`src/rtl/mole_key_encoder.sv`:
```
// mole_key_encoder: debounces nine active-high mole buttons and reports each
// accepted press as a one-cycle hole index on one_pulse_pos (15 when idle).
// Each button goes through a 2-flop synchronizer and then its own debounce
// counter. A debounced level change is accepted after DEBOUNCE_CYCLES
// consecutive stable cycles.
// Optional feature: define MOLE_KEY_LOCKOUT_EN to ignore further presses after
// an accepted one, until every button has been seen released for a cycle.
module mole_key_encoder #(
  parameter int DEBOUNCE_CYCLES = 1_000_000
) (
  input  logic       clk,
  input  logic       rst_n,
  input  logic [8:0] btn,
  input  logic       en,
  output logic [3:0] one_pulse_pos,
  output logic [8:0] key_state
);

  localparam int                CNT_W    = $clog2(DEBOUNCE_CYCLES + 1);
  localparam logic [CNT_W-1:0]  CNT_LAST = CNT_W'(DEBOUNCE_CYCLES - 1);
  localparam logic [3:0]        POS_IDLE = 4'hF;

  logic [8:0]       sync1_q, sync1_d;
  logic [8:0]       sync2_q, sync2_d;
  logic [CNT_W-1:0] cnt_q [9];
  logic [CNT_W-1:0] cnt_d [9];
  logic [8:0]       key_state_q, key_state_d;
  logic [8:0]       key_prev_q, key_prev_d;
  logic [3:0]       pos_q, pos_d;
  logic [8:0]       press;
  logic             accept_ok;
  logic             found;

`ifdef MOLE_KEY_LOCKOUT_EN
  logic             lock_q, lock_d;
`endif

  // Synchronizer next state: raw buttons are asynchronous to clk
  always_comb begin
    sync1_d = btn;
    sync2_d = sync1_q;
  end

  // Debounce: count while the synchronized level differs from the accepted
  // level. Accept the new level on the edge where the count would reach
  // DEBOUNCE_CYCLES. Any agreement clears the count, so glitches are lost.
  always_comb begin
    key_state_d = key_state_q;
    for (int i = 0; i < 9; i++) begin
      cnt_d[i] = cnt_q[i];
      if (sync2_q[i] == key_state_q[i]) begin
        cnt_d[i] = '0;
      end else if (cnt_q[i] == CNT_LAST) begin
        key_state_d[i] = sync2_q[i];
        cnt_d[i]       = '0;
      end else begin
        cnt_d[i] = cnt_q[i] + 1'b1;
      end
    end
  end

  // Press detection: rising edges of the debounced level. Report the lowest
  // index only. Drop the rest, and drop everything when presses are gated off.
  always_comb begin
    key_prev_d = key_state_q;
    press      = key_state_q & ~key_prev_q;
`ifdef MOLE_KEY_LOCKOUT_EN
    accept_ok  = en & ~lock_q;
`else
    accept_ok  = en;
`endif
    pos_d = POS_IDLE;
    found = 1'b0;
    for (int i = 0; i < 9; i++) begin
      if (press[i] && !found) begin
        pos_d = 4'(i);
        found = 1'b1;
      end
    end
    if (!accept_ok) begin
      pos_d = POS_IDLE;
    end
  end

`ifdef MOLE_KEY_LOCKOUT_EN
  // Lockout: set on an accepted press, cleared once all keys read released
  always_comb begin
    lock_d = lock_q;
    if (lock_q && (key_state_q == 9'd0)) begin
      lock_d = 1'b0;
    end else if (found && accept_ok) begin
      lock_d = 1'b1;
    end
  end

  // Lockout flag register
  always_ff @(posedge clk or negedge rst_n) begin
    if (!rst_n) begin
      lock_q <= 1'b0;
    end else begin
      lock_q <= lock_d;
    end
  end
`endif

  // State registers: synchronizers, debounce counters, levels and the pulse
  always_ff @(posedge clk or negedge rst_n) begin
    if (!rst_n) begin
      sync1_q     <= '0;
      sync2_q     <= '0;
      key_state_q <= '0;
      key_prev_q  <= '0;
      pos_q       <= POS_IDLE;
      for (int i = 0; i < 9; i++) begin
        cnt_q[i] <= '0;
      end
    end else begin
      sync1_q     <= sync1_d;
      sync2_q     <= sync2_d;
      key_state_q <= key_state_d;
      key_prev_q  <= key_prev_d;
      pos_q       <= pos_d;
      for (int i = 0; i < 9; i++) begin
        cnt_q[i] <= cnt_d[i];
      end
    end
  end

  assign one_pulse_pos = pos_q;
  assign key_state     = key_state_q;

endmodule

```
`config.mk`:
```
export PLATFORM = sky130hd
export DESIGN_NAME = mole_key_encoder
export DESIGN_NICKNAME = d
export VERILOG_FILES = /design/src/rtl/mole_key_encoder.sv
export SDC_FILE = /design/constraint.sdc
export NUM_CORES = 1
export LEC_CHECK = 0
export BUFFER_PORTS_ARGS = -buffer_cell sky130_fd_sc_hd__clkbuf_2
export CAP_MARGIN = 25
export CORE_UTILIZATION = 65
export CTS_BUF_LIST = sky130_fd_sc_hd__clkbuf_8
export DETAILED_ROUTE_END_ITERATION = 8
export GPL_ROUTABILITY_DRIVEN = 0
export GPL_TIMING_DRIVEN = 0
export PLACE_DENSITY = 0.84
export SYNTH_ARGS = -nofsm -noshare
export SYNTH_HDL_FRONTEND = slang
export SYNTH_SLANG_ARGS = --single-unit
```
`constraint.sdc`:
```
create_clock -name clk -period 2.78 [get_ports clk]
set_clock_uncertainty 0.1 [all_clocks]
set_input_delay 0.139 -clock clk [delete_from_list [all_inputs] [get_ports clk]]
set_output_delay 0.139 -clock clk [all_outputs]
set_load 0.01 [all_outputs]
```
# After elaboration in Yosys (flattened, before gate mapping)
# Cells that the tools add are included.
# W data, S select, Z words.
dict set report totals {
  regBits 220
  latchBits 0
  mem_bits_rw 0
  rom_bits 0
  in_bits 12
  output_inout_bits 13
  word_cells 121
  memories 0
}
dict set report op_classes {
  n_addsub 9
  n_mul 0
  div 0
  order_cmp 0
  eq_ne 18
  n_shift 0
  mux 36
  bitwise_logic 11
  n_reduce_logical 25
}
# op count
set ops {}
lappend ops {{$mux W20} 18}
lappend ops {{$add A20 B1 Y20 const B} 9}
lappend ops {{$eq A20 B20 Y1 const B} 9}
lappend ops {{$mux W4} 10}
lappend ops {{$reduce_and A2 Y1} 9}
lappend ops {{$and A9 B9 Y9} 1}
lappend ops {{$eq A1 B1 Y1} 9}
lappend ops {{$not A1 Y1} 9}
lappend ops {{$not A9 Y9} 1}
lappend ops {{$logic_and A1 B1 Y1} 8}
lappend ops {{$logic_not A1 Y1} 8}
lappend ops {{$mux W1} 8}

# Longest topological paths before layout
# Gate-level depths: netlist (run 1).
dict set report depth {
  depth_word 28
  depth_mapped 7
  mapped_depth_nobuf 5
}

# Worst setup path before layout (run 1)
# No wires, ideal clock.
dict set report synth_path {
  path_kind {flip-flop to flip-flop}
  from {register cnt_q[152] in the netlist's numbering}
  to {register key_state_q[1], in the netlist key_state[1]}
  setup_time_ns 0.125
  arrival_ns 1.879
  t_required_ns 2.555
  slack_ns 0.677
  path_stages_with_launch 5
  path_buffers 0
  period_less_slack_ns 2.103
  cell_sequence {dfrtp_1 or4b_2 or4_1 nor2_1 mux2_2}
}
dict set report synth_between {
  elab_chain_len 2
}
# item line
set synth_rtl {}
lappend synth_rtl {{from (decl)} 25} ;# logic [CNT_W-1:0] cnt_q [9];
lappend synth_rtl {{from (signal, indexed assignment)} 124} ;# cnt_q[i] <= cnt_d[i];
lappend synth_rtl {{$eq A20 B20 Y1} 53} ;# end else if (cnt_q[i] == CNT_LAST) begin
lappend synth_rtl {{$reduce_and A2 Y1 (no source line)} n/a}
lappend synth_rtl {{to (signal assigned)} 120} ;# key_state_q <= key_state_d;
lappend synth_rtl {{to (decl)} 27} ;# logic [8:0] key_state_q, key_state_d;
# No other way between the ends.
# A chain may end at the register's enable or synchronous reset.

==> flow_summary.yaml, run 1 <==
floorplanning:
  die_h_um: 127.7
  core_area_um2: 15310
  chipWidth_um: 127.7
  initial_core_util_pct: 67.11
  io_pins: 25
  core.rowCount: 45
  die-area_um2: 16320
routing:
  num_vias: 7778
  wl_met1_um: 9104
  wl_met3_um: 811
  antenna_left: 0
  post-route-drc-count: 0
  drtIter0Drc: 428
  dr.max_layer_used: "met4"
  wl_per_cell_um: 14.83
  wl_met2_um: 9364
  drt_pass1_iterations: 5
  viasPerCell: 5.861
  wl_um: 19670
critical_path:
  crit_start: "cnt_q[120]"
  max_stage_delay_ns: 0.67
  r2r_setup_slack_ns: 0.38
  start_kind: "register"
  required_ns: 3.06
  critPathSlowestCell: "o31ai_2"
  crit_type: "reg -> reg"
  reg2reg_from: "cnt_q[120]"
  crit_arrival_ns: 2.68
  crit_end: "cnt_q[127]"
  worstSetupEndpointType: "register"
  r2r_cells: 6
  path_max_fanout: 10
  crit_chain: "ha_1 > and3_1 > nand3_1 > o31ai_2 > clkbuf_1 > nor2_1"
  r2r_end: "cnt_q[127]"
min_path:
  hp-start: "btn[1]"
  hp-class: "in -> reg"
global_routing:
  grtUsageTotal_pct: 25.84
  grt_pass1_vias: 7570
  grt_max_degree: 112
  grt_pass1_wl_um: 34450
  grt_overflow: 0
  antenna_found_initial: 0
finish:
  n_fill_cell: 1101
  drive_gt1_share_pct: 9.677
  fin_nets: 1112
  syn_to_final_growth_pct: 12.19
  antenna_cells: 0
logic_synthesis:
  synth_mux_area_share_pct: 0.9861
  synth_top_flop_cell: "dfrtp_1"
  synth-edff-count: 0
  ys_types: 43
  synthCells: 1016
  synth_top_area_share_pct: 52.59
  ys_seq_area_share_pct: 53.62
  synthTopCellsByCount: "216 x dfrtp_1, 143 x nor2_1, 71 x nand3_1"
  synthTopCellsByArea: "dfrtp_1 53%, nor2_1 5.2%, xnor2_1 5.2%"
  synth_fa_ha_area_share_pct: 1.096
  yosysMostFrequentCell: "dfrtp_1"
  synth_compound_area_share_pct: 7.025
  synth_area_um2: 10280
  synthXorXnorAreaFrac_pct: 10.23
  ys_ff_latch: 220
  syn_area_per_cell_um2: 10.12
  yosysTopAreaCell: "dfrtp_1"
  synth_nets: 1037
  ys_async_sr_fraction_pct: 100.0
  synth-simple-area-share_pct: 24.80
  synth_top_family_by_area: "simple AND/OR/NAND/NOR gates"
  yosys_warnings: 0
timing:
  finalWorstSetupSlack_ns: 0.3787
  final-hold-violation-count: 0
  fin_crit_sh_pct: 86.38
  rsz0062_at_grt: "false"
  max_freq_mhz: 416.4
  maxSlewHeadroom_pct: 42.67
  min_period_ns: 2.401
  worst_pin_slew_ns: 0.8599
  hold_slack_ns: 0.1624
  slew_violations: 0
  setup_viol: 0
clock_network:
  clk_latency_ns: 0.52
  tritoncts: "done"
  cts.sinks: 220
  cts_buffer_depth: 3
  root_buffer: "clkbuf_8"
  cts-buffers-inserted: 37
  cts.clk_slew.worst_paths_ns: 0.06
  cts_resized: 0
  cts.htree.levels: 2
power:
  powerDensity_nw_per_um2: 544.5
  peakVddDrop_v: 0.0005873
  p_leak_uw: 0.004758
placed_design:
  port_buffers: 24
  dp_slack_ns: 0.3818
  hpwl_um: 12840
outcome:
  status: "completed"
flow_run:
  maxCapViolCount: 0
==> critical path: cells and delay by family (launching register included) <==
kind            cells  cell delay [ns]
compound gates      1             0.67
fa+ha+maj           1             0.22
buf+inv             1             0.42
flops               1             0.39
simple gates        3             0.48
==> metal layers <==
metal,GRT usage [%],up-vias
met1,35.14,3806
met2,42.07,160
met5,0,-
met4,9.273,0
li1,-,3772
met3,4.508,40
==> layout make-up <==
| type | count | area [um2] | area share (%) |
|---|---|---|---|
| repair buffers | 36 | 266.5 | 2.311 |
| inverters | 30 | 112.6 | 0.9767 |
| well taps | 211 | 264.0 | 2.290 |
| flip-flops and latches | 220 | 5510 | 47.79 |
| clock buffers | 45 | 619.3 | 5.372 |
| clock inverters | 19 | 102.6 | 0.8899 |
| multi-input cells | 737 | 4536 | 39.34 |
| plain buffers | 29 | 118.9 | 1.031 |
==> how the worst min path moves through the flow <==
| stage | endpoint | slack, ns | depth (start not counted) |
|---|---|---|---|
| 4_1_cts | sync1_q[4] | 0.13 | 2 |
| 5_1_grt | sync1_q[1] | 0.15 | 2 |
| 6_report | sync1_q[1] | 0.16 | 2 |
| 3_3_place_gp | sync1_q[5] | 0.15 | 1 |
| 2_1_floorplan | cnt_q[0] | -0.26 | 0 |
| 3_5_place_dp | sync1_q[8] | 0.15 | 1 |
==> sequential cells by signal, summed over array words and instances (netlist names) <==
name	flops
sync2_q	9
one_pulse_pos	4
sync1_q	9
cnt_q	180
key_state	9
key_prev_q	9
==> what timing repair did <==
item,CTS,global route
hold endpoints to repair,119,0
buffers inserted,0,0
hold buffers,11,0
==> cells in the final DEF (no fill, tap or decap), types with 13 or more instances in the layout <==
master    instances
clkbuf_8         46
and4_1           13
dfrtp_1         216
nor4_1           21
o21ai_0          32
nor2_1          143
o31ai_1          27
clkbuf_2         23
nand3_1          71
xnor2_1          61
nor3_1           24
nand2_1          54
clkbuf_1         21
a21oi_1          50
inv_1            46
nand4_1          35
or4_1            30
xor2_1           59
or3_1            30
==> through the flow <==
step | area [um2] | utilization, % | total power (uW) | setup TNS [ns] | std cells
6_report | 11530 | 75.29 | 6279 | 0 | 1327
5_1_grt | 11530 | 75.29 | 6551 | 0 | 1327
4_1_cts | 11530 | 75.29 | 6356 | 0 | 1327
3_5_place_dp | 10700 | 69.85 | 3547 | 0 | 1252
3_3_place_gp | 10660 | 69.62 | 3535 | -582.77 | 1251
2_1_floorplan | 10280 | - | 3435 | 0 | 1016
==> logic make-up (layout without fill, tap and decap cells) <==
group,after synthesis,in the layout
mux,9,9
fa+ha+maj,9,9
compound gates,121,121
flops,220,220
simple gates,478,478
xor+xnor,120,120
buf+inv,59,159
==> report_power, final <==
| group | internal [uW] | total [uW] | switching, uW |
|---|---|---|---|
| sequential | 3250 | 3290 | 43.8 |
| combinational | 64.3 | 209 | 144 |
| clock | 1550 | 2780 | 1230 |
| total | 4860 | 6280 | 1420 |
(Power assumes the default switching activity.)
==> inputs of run 2 (changes only) <==
- GPL_TIMING_DRIVEN: 0 -> unset
==> run 2 against run 1 <==
Against the previous run:
- routed wire length is 1.1% lower
- clock power is 2% lower
- largest cell class unchanged
- combinational power is 3% higher
- core utilization hardly changed
- fmax is 3.8% higher
- power is 0.82% lower
- critical path depth is 1 lower
- cell count is 1.3% lower
- highest routed layer unchanged
- register-to-register slack better by 0.09 ns
==> flow_summary.yaml, run 2 (synthesized netlist as in run 1, its figures left out) <==
routing:
  wl_um: 19460
  drt_pass1_iterations: 6
  wl_per_cell_um: 14.86
  post-route-drc-count: 0
  antenna_left: 0
  drtIter0Drc: 435
  viasPerCell: 5.915
  num_vias: 7748
floorplanning:
  chipWidth_um: 127.7
  die_h_um: 127.7
  io_pins: 25
  core.rowCount: 45
  core_area_um2: 15310
  initial_core_util_pct: 67.11
  die-area_um2: 16320
finish:
  final_cell_mix: "216 x dfrtp_1, 143 x nor2_1, 71 x nand3_1"
  antenna_cells: 0
  drive_gt1_share_pct: 11.56
  n_fill_cell: 1075
  multi_input_area_um2: 4561
  syn_to_final_growth_pct: 12.24
  fin_nets: 1099
  fin_cells: 1310
  top_register: "cnt_q"
  final_area_um2: 11530
  seqCellArea_um2: 5510
  final_common_cell: "dfrtp_1"
  largest_reg_flops: 180
placed_design:
  dp_slack_ns: 0.4648
  port_buffers: 24
  dpl_cell_area_um2: 10730
  dp_cells: 1240
  hpwl_um: 12900
critical_path:
  required_ns: 3.10
  crit_arrival_ns: 2.64
  path_max_fanout: 7
  worstSetupEndpointType: "register"
  crit_type: "reg -> reg"
  r2r_setup_slack_ns: 0.47
  start_kind: "register"
global_routing:
  grt_pass1_wl_um: 33860
  met3_usage_pct: 4.549
  met2_usage_pct: 41.94
  grt_use_met1_pct: 33.59
  grt_overflow: 0
  grtUsageTotal_pct: 25.35
  top_usage_layer: "met2"
  grt_max_degree: 91
  antenna_found_initial: 0
  grt_pass1_vias: 7556
timing:
  rsz0062_at_grt: "false"
  min_period_ns: 2.314
  slew_violations: 0
  max_freq_mhz: 432.2
  tns_ns: 0
  maxSlewHeadroom_pct: 67.89
  fin_crit_sh_pct: 83.24
  worst_pin_slew_ns: 0.4816
  setup_viol: 0
  final-hold-violation-count: 0
  finalWorstSetupSlack_ns: 0.4661
clock_network:
  clk_latency_ns: 0.51
  cts.htree.levels: 2
  cts.sinks: 220
  cts_buffer_depth: 3
  tritoncts: "done"
  root_buffer: "clkbuf_8"
  cts.clk_slew.worst_paths_ns: 0.06
  cts-buffers-inserted: 36
power:
  pwr-share-seq_pct: 52.9
  power.switching_uw: 1402
  p_leak_uw: 0.004753
  powerDensity_nw_per_um2: 539.9
  power.share.clock_pct: 43.7
  p_int_uw: 4825
  peakVddDrop_v: 0.0003960
  comb_power_share_pct: 3.5
  netSwitchingFraction_pct: 22.52
outcome:
  status: "completed"
flow_run:
  maxCapViolCount: 0
min_path:
  hp-class: "in -> async"
-- run 2: what timing repair did --
action | 4_1_cts | 5_1_grt
gates resized for setup | 0 | 0
endpoints found under the hold margin | 229 | 0
hold buffers | 11 | 0
setup buffers | 0 | 0
-- run 2: critical path: stages, from the launching register on --
cell	delay [ns]
dfrtp_1	0.38
ha_1	0.22
nand3_1	0.13
or4_1	0.66
or4_1	0.55
a21oi_1	0.19
-- run 2: stage by stage --
stage          util [%]  hold slack [ns]  total power, uW
2_1_floorplan         -          -0.2566             3435
3_3_place_gp      70.03        -0.009852             3548
3_5_place_dp      70.03         -0.01022             3555
4_1_cts           75.32          0.03283             6302
5_1_grt           75.32          0.05216             6475
6_report          75.32          0.02470             6227
-- run 2: final timing paths --
| check | endpoint | cells after the start | startpoint |
|---|---|---|---|
| max in group asynchronous | one_pulse_pos[0] | 3 | rst_n |
| min in group clk | sync1_q[1] | 2 | btn[1] |
| worst min-delay path | cnt_q[149] | 2 | rst_n |
| worst min register to register | sync2_q[7] | 0 | sync1_q[7] |
| worst max-delay path | cnt_q[138] | 5 | cnt_q[120] |
| worst max register to register | cnt_q[138] | 5 | cnt_q[120] |
-- run 2: metal layers --
metal,share of wire (%),routed length [um]
met5,0,0
met4,2.2,429
met3,4.5,880
met2,48,9323
met1,45,8828
-- run 2: area by class of cell --
cell class | count | share of cell area (%)
sequential | 220 | 47.77
clock buffer | 47 | 5.608
tap | 211 | 2.289
inverter | 30 | 0.9762
multi-input combinational | 737 | 39.54
timing repair buffer | 53 | 3.363
clock inverter | 12 | 0.4556
-- run 2: power by group through the flow --
stage | sequential [uW] | clock, uW | combinational [uW]
after global routing | 3300 | 2930 | 250
after detailed placement | 3350 | 0 | 207
final | 3290 | 2720 | 215
after floorplan | 3340 | 0 | 96.6
after global placement | 3340 | 0 | 203
after CTS | 3290 | 2790 | 221
